File: src/rtl/score_mem_reader.sv
// Scans score memory 0..DEPTH-1 and streams (addr, score) records at or above a threshold.
// Optional SCORE_CLEAR_EN: zero each address in score memory as its read data returns.
module score_mem_reader #(
  parameter int ADDR_W  = 15,
  parameter int SCORE_W = 8,
  parameter int DEPTH   = 32768,
  parameter int RD_LAT  = 2,
  parameter int FIFO_D  = 4
) (
  input  logic               clock,
  input  logic               nReset,
  input  logic               start,
  input  logic [SCORE_W-1:0] minScore,
  output logic               busy,
  output logic               done,
  output logic [ADDR_W-1:0]  memAddr,
  input  logic [SCORE_W-1:0] memQ,
  output logic [ADDR_W-1:0]  memWrAddr,
  output logic [SCORE_W-1:0] memData,
  output logic               memWren,
  output logic               outValid,
  input  logic               outReady,
  output logic [ADDR_W-1:0]  outAddr,
  output logic [SCORE_W-1:0] outScore,
  output logic [15:0]        cornerCount
);

  localparam int CW = $clog2(FIFO_D + RD_LAT + 1);
  localparam int PW = (FIFO_D > 1) ? $clog2(FIFO_D) : 1;
  localparam logic [ADDR_W:0] LAST    = (ADDR_W+1)'(DEPTH - 1);
  localparam logic [ADDR_W:0] DEPTH_C = (ADDR_W+1)'(DEPTH);
  localparam logic [CW-1:0]   FIFO_C  = CW'(FIFO_D);
  localparam logic [PW-1:0]   PTR_MAX = PW'(FIFO_D - 1);

  typedef enum logic [1:0] {IDLE, SCAN, DRAIN} state_t;
  typedef struct packed {
    logic [ADDR_W-1:0]  addr;
    logic [SCORE_W-1:0] score;
  } rec_t;

  state_t                         state, state_nxt;
  logic [ADDR_W:0]                issue_cnt;
  logic [SCORE_W-1:0]             thr;
  logic [RD_LAT-1:0]              vld_pipe;
  logic [RD_LAT-1:0][ADDR_W-1:0]  addr_pipe;
  rec_t                           fifo [FIFO_D];
  logic [PW-1:0]                  wr_ptr, rd_ptr;
  logic [CW-1:0]                  fifo_cnt, inflight;
  logic                           accept, issue, tail_vld, push, pop;
  logic [ADDR_W-1:0]              tail_addr;

  always_comb begin
    inflight = '0;
    for (int i = 0; i < RD_LAT; i++) inflight = inflight + CW'(vld_pipe[i]);
  end

  assign tail_vld  = vld_pipe[RD_LAT-1];
  assign tail_addr = addr_pipe[RD_LAT-1];
  assign push      = tail_vld && (memQ >= thr);
  assign outValid  = (fifo_cnt != '0);
  assign pop       = outValid && outReady;
  assign outAddr   = fifo[rd_ptr].addr;
  assign outScore  = fifo[rd_ptr].score;
  assign busy      = (state != IDLE);

  always_comb begin
    state_nxt = state;
    accept    = 1'b0;
    issue     = 1'b0;
    done      = 1'b0;
    case (state)
      IDLE: if (start) begin
        accept    = 1'b1;
        state_nxt = SCAN;
      end
      // Counting the tail word as in flight keeps a push from ever meeting a full FIFO.
      SCAN: begin
        issue = (fifo_cnt + inflight < FIFO_C) && (issue_cnt < DEPTH_C);
        if (issue && issue_cnt == LAST) state_nxt = DRAIN;
      end
      DRAIN: if (inflight == '0 && fifo_cnt == '0) begin
        done      = 1'b1;
        state_nxt = IDLE;
      end
      default: state_nxt = IDLE;
    endcase
  end

  always_ff @(posedge clock or negedge nReset) begin
    if (!nReset) begin
      state       <= IDLE;
      issue_cnt   <= '0;
      thr         <= '0;
      cornerCount <= '0;
      memAddr     <= '0;
      vld_pipe    <= '0;
      addr_pipe   <= '0;
    end else begin
      state <= state_nxt;
      if (accept) begin
        thr         <= (minScore == '0) ? SCORE_W'(1) : minScore;
        issue_cnt   <= '0;
        cornerCount <= '0;
      end else if (push && ~&cornerCount) begin
        cornerCount <= cornerCount + 1'b1;
      end
      if (issue) begin
        memAddr   <= issue_cnt[ADDR_W-1:0];
        issue_cnt <= issue_cnt + 1'b1;
      end
      vld_pipe[0]  <= issue;
      addr_pipe[0] <= issue_cnt[ADDR_W-1:0];
      for (int i = 1; i < RD_LAT; i++) begin
        vld_pipe[i]  <= vld_pipe[i-1];
        addr_pipe[i] <= addr_pipe[i-1];
      end
    end
  end

  always_ff @(posedge clock or negedge nReset) begin
    if (!nReset) begin
      for (int i = 0; i < FIFO_D; i++) fifo[i] <= '0;
      wr_ptr   <= '0;
      rd_ptr   <= '0;
      fifo_cnt <= '0;
    end else begin
      if (push) begin
        fifo[wr_ptr] <= '{addr: tail_addr, score: memQ};
        wr_ptr       <= (wr_ptr == PTR_MAX) ? '0 : wr_ptr + 1'b1;
      end
      if (pop) rd_ptr <= (rd_ptr == PTR_MAX) ? '0 : rd_ptr + 1'b1;
      case ({push, pop})
        2'b10:   fifo_cnt <= fifo_cnt + 1'b1;
        2'b01:   fifo_cnt <= fifo_cnt - 1'b1;
        default: fifo_cnt <= fifo_cnt;
      endcase
    end
  end

`ifdef SCORE_CLEAR_EN
  assign memWren   = tail_vld;
  assign memWrAddr = tail_addr;
  assign memData   = '0;
`else
  assign memWren   = 1'b0;
  assign memWrAddr = '0;
  assign memData   = '0;
`endif

endmodule

File: config.mk
export PLATFORM = sky130hd
export DESIGN_NAME = score_mem_reader
export DESIGN_NICKNAME = d
export VERILOG_FILES = /design/src/rtl/score_mem_reader.sv
export SDC_FILE = /design/constraint.sdc
export NUM_CORES = 1
export LEC_CHECK = 0
export BUFFER_PORTS_ARGS = -buffer_cell sky130_fd_sc_hd__buf_2
export CORE_ASPECT_RATIO = 0.7
export CORE_UTILIZATION = 58
export DETAILED_ROUTE_END_ITERATION = 8
export PLACE_DENSITY = 0.88
export SYNTH_ARGS = -nofsm -noshare
export SYNTH_HDL_FRONTEND = slang
export SYNTH_SLANG_ARGS = --single-unit
export TNS_END_PERCENT = 1
File: constraint.sdc
create_clock -name clock -period 3.4 [get_ports clock]
set_input_delay 0.17 -clock clock [delete_from_list [all_inputs] [get_ports clock]]
set_output_delay 0.17 -clock clock [all_outputs]
set_load 0.005 [all_outputs]
== Word level (Yosys, flattened, before mapping) ==
Cells that the tools add are included.
Storage, ports and cells
  bits of input ports: 20
  output and inout port bits: 81
  bits in registers: 188
  word-level logic and storage cells: 87
Operators by class
  $lt $le $gt $ge: 6
  add/sub/neg operators: 8
  reductions and logical operators: 19
  equal/unequal tests: 10
  bitwise logic cells: 2
  mux-type cells: 23
Operators by type and width (number)
  bitwise mux 92 bit: 1
  two-way mux 23 bit: 3
  two-way mux 16 bit: 4
  binary-select mux 23 bit (select 2 bit): 1
  demux 23 bit (select 2 bit): 1
  adder 16 x 1 -> 16 bit, second input constant: 2
  equality test 16 x 15 -> 1 bit, second input constant: 1
  less-than comparator 16 bit, second input constant: 1
  AND reduction 16 bit: 1
  two-way mux 2 bit: 5
  equality test 2 bit, second input constant: 4
  greater-or-equal comparator 8 bit: 1
  zero test 8 bit: 1
  two-way mux 8 bit: 1
  nonzero test 2 bit: 4
  logical AND 1 bit: 7
  greater-or-equal comparator 3 bit, second input constant: 2
  zero test 3 bit: 2
  inequality test 2 bit, second input constant: 3
  inverter 2 -> 3 bit: 2
  case mux 2 bit (3 select lines): 1
  case mux 3 bit (2 select lines): 1
  two-way mux 1 bit: 5
  adder 2 x 1 -> 2 bit, second input constant: 2
  11 further kinds: 12

== Logic depth before layout (Yosys ltp) ==
Gate-level depths: netlist of run 1.
  depth in word-level cells: 7
  gate-level depth with buffers: 15
  gate-level depth less buffers: 12

== Worst setup path after synthesis of run 1 ==
Ideal clock, no wire load.
  path type: register -> register
  start: reg thr[3]
  end: reg fifo_cnt[2]
  data required time: 3.321 ns
  buffers on the path: 3
  cell stages (with the launch flop): 15
  arrival time: 2.605 ns
  clock period less this slack: 2.685 ns
  setup time: 0.079 ns
  path slack: 0.715 ns
  cells stage by stage: dfrtp_1 > inv_1 > ha_1 > or2_2 > a32o_1 > buf_6 > inv_2 > buf_4 > buf_2 > ha_1 > inv_1 > fa_1 > xor2_1 > nor2_1 > xor2_1
On the way
  word-level cells in the longest chain between the ends: 4
  elaborated cells between the ends (all ways): 6
  classes of those cells: order compare (1); eq/ne (2); mux (1); reduce/logical (2)
Ends and longest elaborated chain
  start: declaration: line 43  | logic [SCORE_W-1:0] thr;
  start signal: assignment: line 101  | thr <= (minScore == '0) ? SCORE_W'(1) : minScore;
  greater-or-equal comparator 8 bit (*): line 59  | assign push = tail_vld && (memQ >= thr);
  logical AND 1 bit (*): line 59
  equality test 2 x 1 -> 1 bit or equality test 2 bit (tied branches): line 132  | case ({push, pop})
  case mux 3 bit (2 select lines) or nonzero test 2 bit (tied branches)
  end signal: assignment: line 133  | 2'b10: fifo_cnt <= fifo_cnt + 1'b1;
  end signal: assignment: line 134  | 2'b01: fifo_cnt <= fifo_cnt - 1'b1;
  end signal: assignment: line 135  | default: fifo_cnt <= fifo_cnt;
  end: declaration: line 48  | logic [CW-1:0] fifo_cnt, inflight;
Mark *: on every way between the ends. The rest lies on a longest branch, timed or not.
A chain may end at the register's enable or synchronous reset.

== Final worst setup path of run 1 ==
  start: reg thr[0]
  end: reg fifo_cnt[2]
Same word-level chain as after synthesis.

==> impl_metrics.toml, run 1 <==
[finish]
final_cell_area_sq_um = 9360
seq_area_sq_um = 4700
utilization_pct = 67.3
syn_to_final_growth_pct = 13.2
layout_common_cells = "dfrtp_1 (188), mux2_2 (109), buf_2 (75)"
nNetsFinal = 741
drive_gt1_share_pct = 35.7
fillers = 922
final_common_cell = "dfrtp_1"
diodes = 0
multiInputGateArea_sq_um = 3250

[sta]
rsz0062_at_grt = "false"
drv_slew = 0
hold_viol_final = 0
period_share_pct = 91.5
max_slew_margin_pct = 27.7
setup_viol = 0
finalCriticalPeriod_ns = 3.11
fmax_mhz = 322
tightest_slew_ns = 1.09
fin_setup_tns_ns = 0
skew_ns = 0.0106

[setup_path]
critPathLaunchType = "flop"
cp_max_fo = 32
required_ns = 3.75
path_class = "flop to flop"
cp-end-kind = "flop"
crit_arrival_ns = 3.46
r2r_cells = 11

[floorplan]
dieArea_sq_um = 14800
io_pins = 101
die_w_um = 145
rows = 36
core_sq_um = 13900
die-height_um = 102
start_util_pct = 59.4

[placement]
portBuffers = 76
place_area_sq_um = 8740
dp_hpwl_um = 10900
place_congestion = 0.861

[logic_synthesis]
synth_edf_count = 0
synthesis.area_sq_um = 8270
yosys.area.top_type = "dfrtp_1"
async_flop_share_pct = 100
yosysUniqueCellTypes = 51
yosys_register_bits = 188
avgSynthCellArea_sq_um = 13.4
syn_inst = 619
synth_top_area_share_pct = 56.9
ys_seq_area_share_pct = 56.9
yosys_warnings = 0
synth_area_leaders = "dfrtp_1 (57%), mux2_2 (15%), mux4_2 (6.3%)"
synthFlopType = "dfrtp_1"

[routing]
wl_met1_um = 7780
routedWlPerCell_um = 19.5
met3WireLength_um = 1040
route.detailed.drc = 0
wl_met2_um = 8430
ant_nets = 0
wirelength_um = 17700
first_iter_violations = 381
vias = 5343
vias_per_cell = 5.91
route.top_layer_used = "met4"
dr.pass1.iters = 5

[pwr]
p_seq_share_pct = 46.8
clkPwrFrac_pct = 25.1
power_leakage_nw = 4.47
power.density_nw_per_um2 = 786
vdd_drop_max_v = 0.000563
p_comb_share_pct = 28.1
netSwitchingFraction_pct = 30.9
total_power_w = 0.00736
switchingPower_w = 0.00227
intPower_w = 0.00508

[cts]
cts-root-buf = "clkbuf_16"
clockBufferDepth = 2
cts_tree = "yes"
clkLatencyLatePin_ns = 0.43
post_cts_buffers = 0
cts-buffers-inserted = 17
clock-sinks = 188
clk_pin_slew_ns = 0.07
htree_levels = 4

[grt]
grt_pass1_wl_um = 28600
antenna_found_initial = 0
grt_usage_pct = 26.1
grt_pass1_vias = 5481
grt_max_degree = 104
overflow = 0

[status]
run_status = "complete, no violations"

[hold_path]
min_path_type = "primary input to flop"
worstHoldPathCells = 3

[job]
maxCapViolations = 0
[path summary, 6_finish.rpt]
path / start / to / slack [ns]
worst max-delay path: thr[0] / fifo_cnt[2] / 0.29
worst min-delay path: start / state[0] / 0.05
worst max register to register: thr[0] / fifo_cnt[2] / 0.29
worst min register to register: addr_pipe[10] / tail_addr[10] / 0.35
max in group asynchronous: nReset / fifo[75] / 2.03
min in group asynchronous: nReset / fifo[62] / 0.36
[layout make-up]
| class | count | area share (%) |
|---|---|---|
| timing repair buffer | 92 | 5.73 |
| sequential | 188 | 50.3 |
| clock buffer | 22 | 4.96 |
| inverter | 23 | 0.922 |
| multi-input combinational | 379 | 34.7 |
| clock inverter | 10 | 0.882 |
| tap | 190 | 2.54 |
[synth_stat cells, types with 2 or more instances]
cell type    n
a21oi_1     20
a31oi_1      2
and2_1       3
and3_1       4
buf_2       15
buf_4       25
clkbuf_1     9
dfrtp_1    188
ha_1        19
inv_1       22
mux2_2     109
mux2i_1      6
mux4_2      23
nand2_1     33
nand2b_1     2
nand3_1     19
nand4_1      9
nor2_1      12
nor3_1       6
nor4_1       3
o211ai_1     2
o21ai_0     34
o31ai_1      9
or3_1       11
or3_2        2
or4_1        5
xor2_1       3
[cell families (layout without fill, tap and decap cells)]
kind of cell | count (synthesis) | count (layout) | synth area share, %
and+or+nand+nor | 121 | 121 | 7.90
buffers and inverters | 75 | 147 | 4.93
AOI/OAI and AO/OA | 72 | 72 | 4.89
xor gates and xnor gates | 4 | 4 | 0.424
muxes | 138 | 138 | 21.8
adders and majority gates | 20 | 20 | 3.12
other | 1 | 24 | 0.0453
DFF | 188 | 188 | 56.9
[timing repair]
action | 4_1_cts | 5_1_grt
hold buffers | 7 | 0
endpoints found under the hold margin | 91 | 0
endpoints found under the setup margin | 0 | 0
resized for setup | 0 | 0
[per-layer routing]
layer / up-vias / global-route usage, %
met3: 46 / 5.72
met2: 243 / 40.3
met1: 2700 / 36.1
met4: 0 / 11.7
li1: 2354 / -
met5: - / 0
[state kept, by name (all words and copies together) (netlist names)]
register and cells:
tail_addr 15, rd_ptr 2, issue_cnt 16, cornerCount 16, thr 8, vld_pipe 2, state 2, wr_ptr 2
fifo 92, addr_pipe 15, memAddr 15, fifo_cnt 3
[power by group through the flow]
stage	Clock, W	Combinational [W]	Sequential (W)
final	0.00185	0.00206	0.00344
after global routing	0.00197	0.00227	0.00352
after CTS	0.00186	0.00209	0.00342
after detailed placement	0	0.00205	0.00344
after global placement	0	0.00195	0.00335
after floorplan	0	0.00148	0.00324
[stage by stage]
step,std cells,hold slack (ns),setup slack [ns]
2_1_floorplan,642,-0.126,0.715
3_3_place_gp,865,0.255,0.658
3_5_place_dp,865,0.273,0.529
4_1_cts,904,0.0208,0.356
5_1_grt,904,0.0421,0.175
6_report,904,0.0483,0.290
[critical path, cell delays in order (launching register included)]
cell and delay [ns]:
dfrtp_1 0.40, ha_1 0.29, nor3b_1 0.31, o21ai_1 0.13
a32o_1 0.39, inv_2 0.37, ha_1 0.27, inv_1 0.07
fa_1 0.37, xor2_1 0.15, nor2_1 0.12, xor2_1 0.15
No activity file was read; power rests on OpenSTA's default activity.
==> run 2, diff against run 1 <==
--- a/config.mk
+++ b/config.mk
@@ -7,9 +7,9 @@
 export LEC_CHECK = 0
 export BUFFER_PORTS_ARGS = -buffer_cell sky130_fd_sc_hd__buf_2
 export CORE_ASPECT_RATIO = 0.7
-export CORE_UTILIZATION = 58
+export CORE_UTILIZATION = 40
 export DETAILED_ROUTE_END_ITERATION = 8
-export PLACE_DENSITY = 0.88
+export PLACE_DENSITY = 0.66
 export SYNTH_ARGS = -nofsm -noshare
 export SYNTH_HDL_FRONTEND = slang
 export SYNTH_SLANG_ARGS = --single-unit
==> run 2 against run 1 <==
Register-to-register slack gained 0.37 ns. Sequential share of layout area shrank 0.90 points. Flip-flop and latch count is the same. Die area grew 44%. Clock skew shrank 0.0012 ns. First-iteration DRC count shrank 12%. Fmax grew 13%. Utilization shrank 20 points. Sequential power shrank 2%. Setup slack gained 0.37 ns. Critical path depth shrank 5. Critical path type unchanged. Critical endpoint is now memAddr[4]. Highest routed layer unchanged.
==> impl_metrics.toml, run 2 (synthesis results as in run 1) <==
[status]
run_status = "complete, no violations"

[finish]
regMostFlops = "fifo"
nNetsFinal = 743
diodes = 0
syn_to_final_growth_pct = 15.2
fillers = 1772
top_regs = "fifo x92, cornerCount x16, issue_cnt x16"
drive_gt1_share_pct = 36.3
largest_reg_flops = 92
multiInputGateArea_sq_um = 3260
layout_common_cells = "dfrtp_1 (188), mux2_2 (109), buf_2 (75)"
seq_area_sq_um = 4700
final_common_cell = "dfrtp_1"

[floorplan]
die_w_um = 174
io_pins = 101
start_util_pct = 41.3
die-height_um = 122
dieArea_sq_um = 21300
core_sq_um = 20000
rows = 43

[cts]
clockBufferDepth = 2
clkLatencyLatePin_ns = 0.44
clock-sinks = 188
post_cts_resized = 0
cts_tree = "yes"
htree_levels = 4
cts-root-buf = "clkbuf_16"
clk_pin_slew_ns = 0.07
cts-buffers-inserted = 17

[sta]
hold_viol_final = 0
drv_slew = 0
fmax_mhz = 365
period_share_pct = 80.6
rsz0062_at_grt = "false"
setup_ws_ns = 0.660
fin_setup_tns_ns = 0
skew_ns = 0.00939
tightest_slew_ns = 1.04
setup_viol = 0
max_slew_margin_pct = 30.5
finalCriticalPeriod_ns = 2.74

[pwr]
power.density_nw_per_um2 = 782
power_leakage_nw = 4.50
vdd_drop_max_v = 0.000374

[setup_path]
path_class = "flop to flop"
required_ns = 3.72
r2r_cells = 6
cp-end-kind = "flop"
critPathLaunchType = "flop"
crit_arrival_ns = 3.06
cp_max_fo = 19

[grt]
grt_usage_pct = 17.5
antenna_found_initial = 0
overflow = 0
grt_pass1_vias = 5411
grt_max_degree = 75
grt_pass1_wl_um = 28300

[hold_path]
min_path_type = "primary input to flop"
worstHoldPathCells = 3

[routing]
first_iter_violations = 336
routedWlPerCell_um = 17.9
dr.pass1.iters = 5
vias = 5153
vias_per_cell = 5.23
wirelength_um = 17600
route.detailed.drc = 0
ant_nets = 0

[placement]
post-place-ws_ns = 0.662
dp_hpwl_um = 12000
place_congestion = 0.737
portBuffers = 76

[job]
maxCapViolations = 0
==> run 2: changes by cell type in the layout (fill, tap and decap cells not counted) <==
cell	change
buf_4	+2
bufinv_16	+1
clkbuf_1	-3
clkbuf_8	+1
clkinv_4	-3
clkinvlp_4	+1
inv_8	+3
mux2i_2	-1
mux2i_4	+1
==> run 2: timing repair <==
action                                 CTS  global route
hold buffers                             7             0
setup buffers                            0             0
endpoints found under the hold margin   77             0
==> run 2: final timing paths <==
| check | start | end | slack, ns |
|---|---|---|---|
| setup / recovery | vld_pipe[1] | memAddr[4] | 0.66 |
| hold / removal | minScore[3] | thr[3] | 0.004 |
| max in group asynchronous | nReset | fifo[28] | 2.18 |
| hold reg to reg | addr_pipe[4] | tail_addr[4] | 0.35 |
| min in group asynchronous | nReset | tail_addr[7] | 0.33 |
| setup reg to reg | vld_pipe[1] | memAddr[4] | 0.66 |
==> run 2: critical path: stages (launching register included) <==
cell and delay [ns]:
dfrtp_1 0.42, ha_1 0.20, ha_1 0.28, a31oi_1 0.39
mux2i_4 0.65, buf_4 0.32, mux2_2 0.36
==> run 2: metrics by stage <==
| step | power, W | hold slack, ns | cell area [sq um] | instances | utilization [%] |
|---|---|---|---|---|---|
| after floorplan | 0.00472 | -0.126 | 8360 | 642 | - |
| after global placement | 0.00537 | 0.219 | 8870 | 947 | 44.3 |
| after detailed placement | 0.00555 | 0.238 | 8870 | 947 | 44.3 |
| after CTS | 0.00755 | 0.00260 | 9530 | 986 | 47.6 |
| after global routing | 0.00789 | 0.0176 | 9530 | 986 | 47.6 |
| final | 0.00745 | 0.00374 | 9530 | 986 | 47.6 |
==> run 2: layout make-up <==
class                           instances  area share (%)
Clock inverter                         12            1.34
Sequential cell                       188            49.4
Tap cell                              270            3.54
Timing Repair Buffer                   94            5.79
Clock buffer                           20            4.90
Multi-Input combinational cell        379            34.2
Inverter                               23           0.906
==> run 2: metal layers <==
metal	vias up	wire (um)	GRT usage, %
met5	-	0	0
met4	0	176	5.15
met3	14	676	4.09
met2	137	8430	28.2
met1	2646	8350	23.6
li1	2356	-	-
==> run 2: where the power goes <==
part	switching (W)	internal [W]
logic	0.000928	0.00118
registers	0.000444	0.00292
clock network	0.000890	0.00109
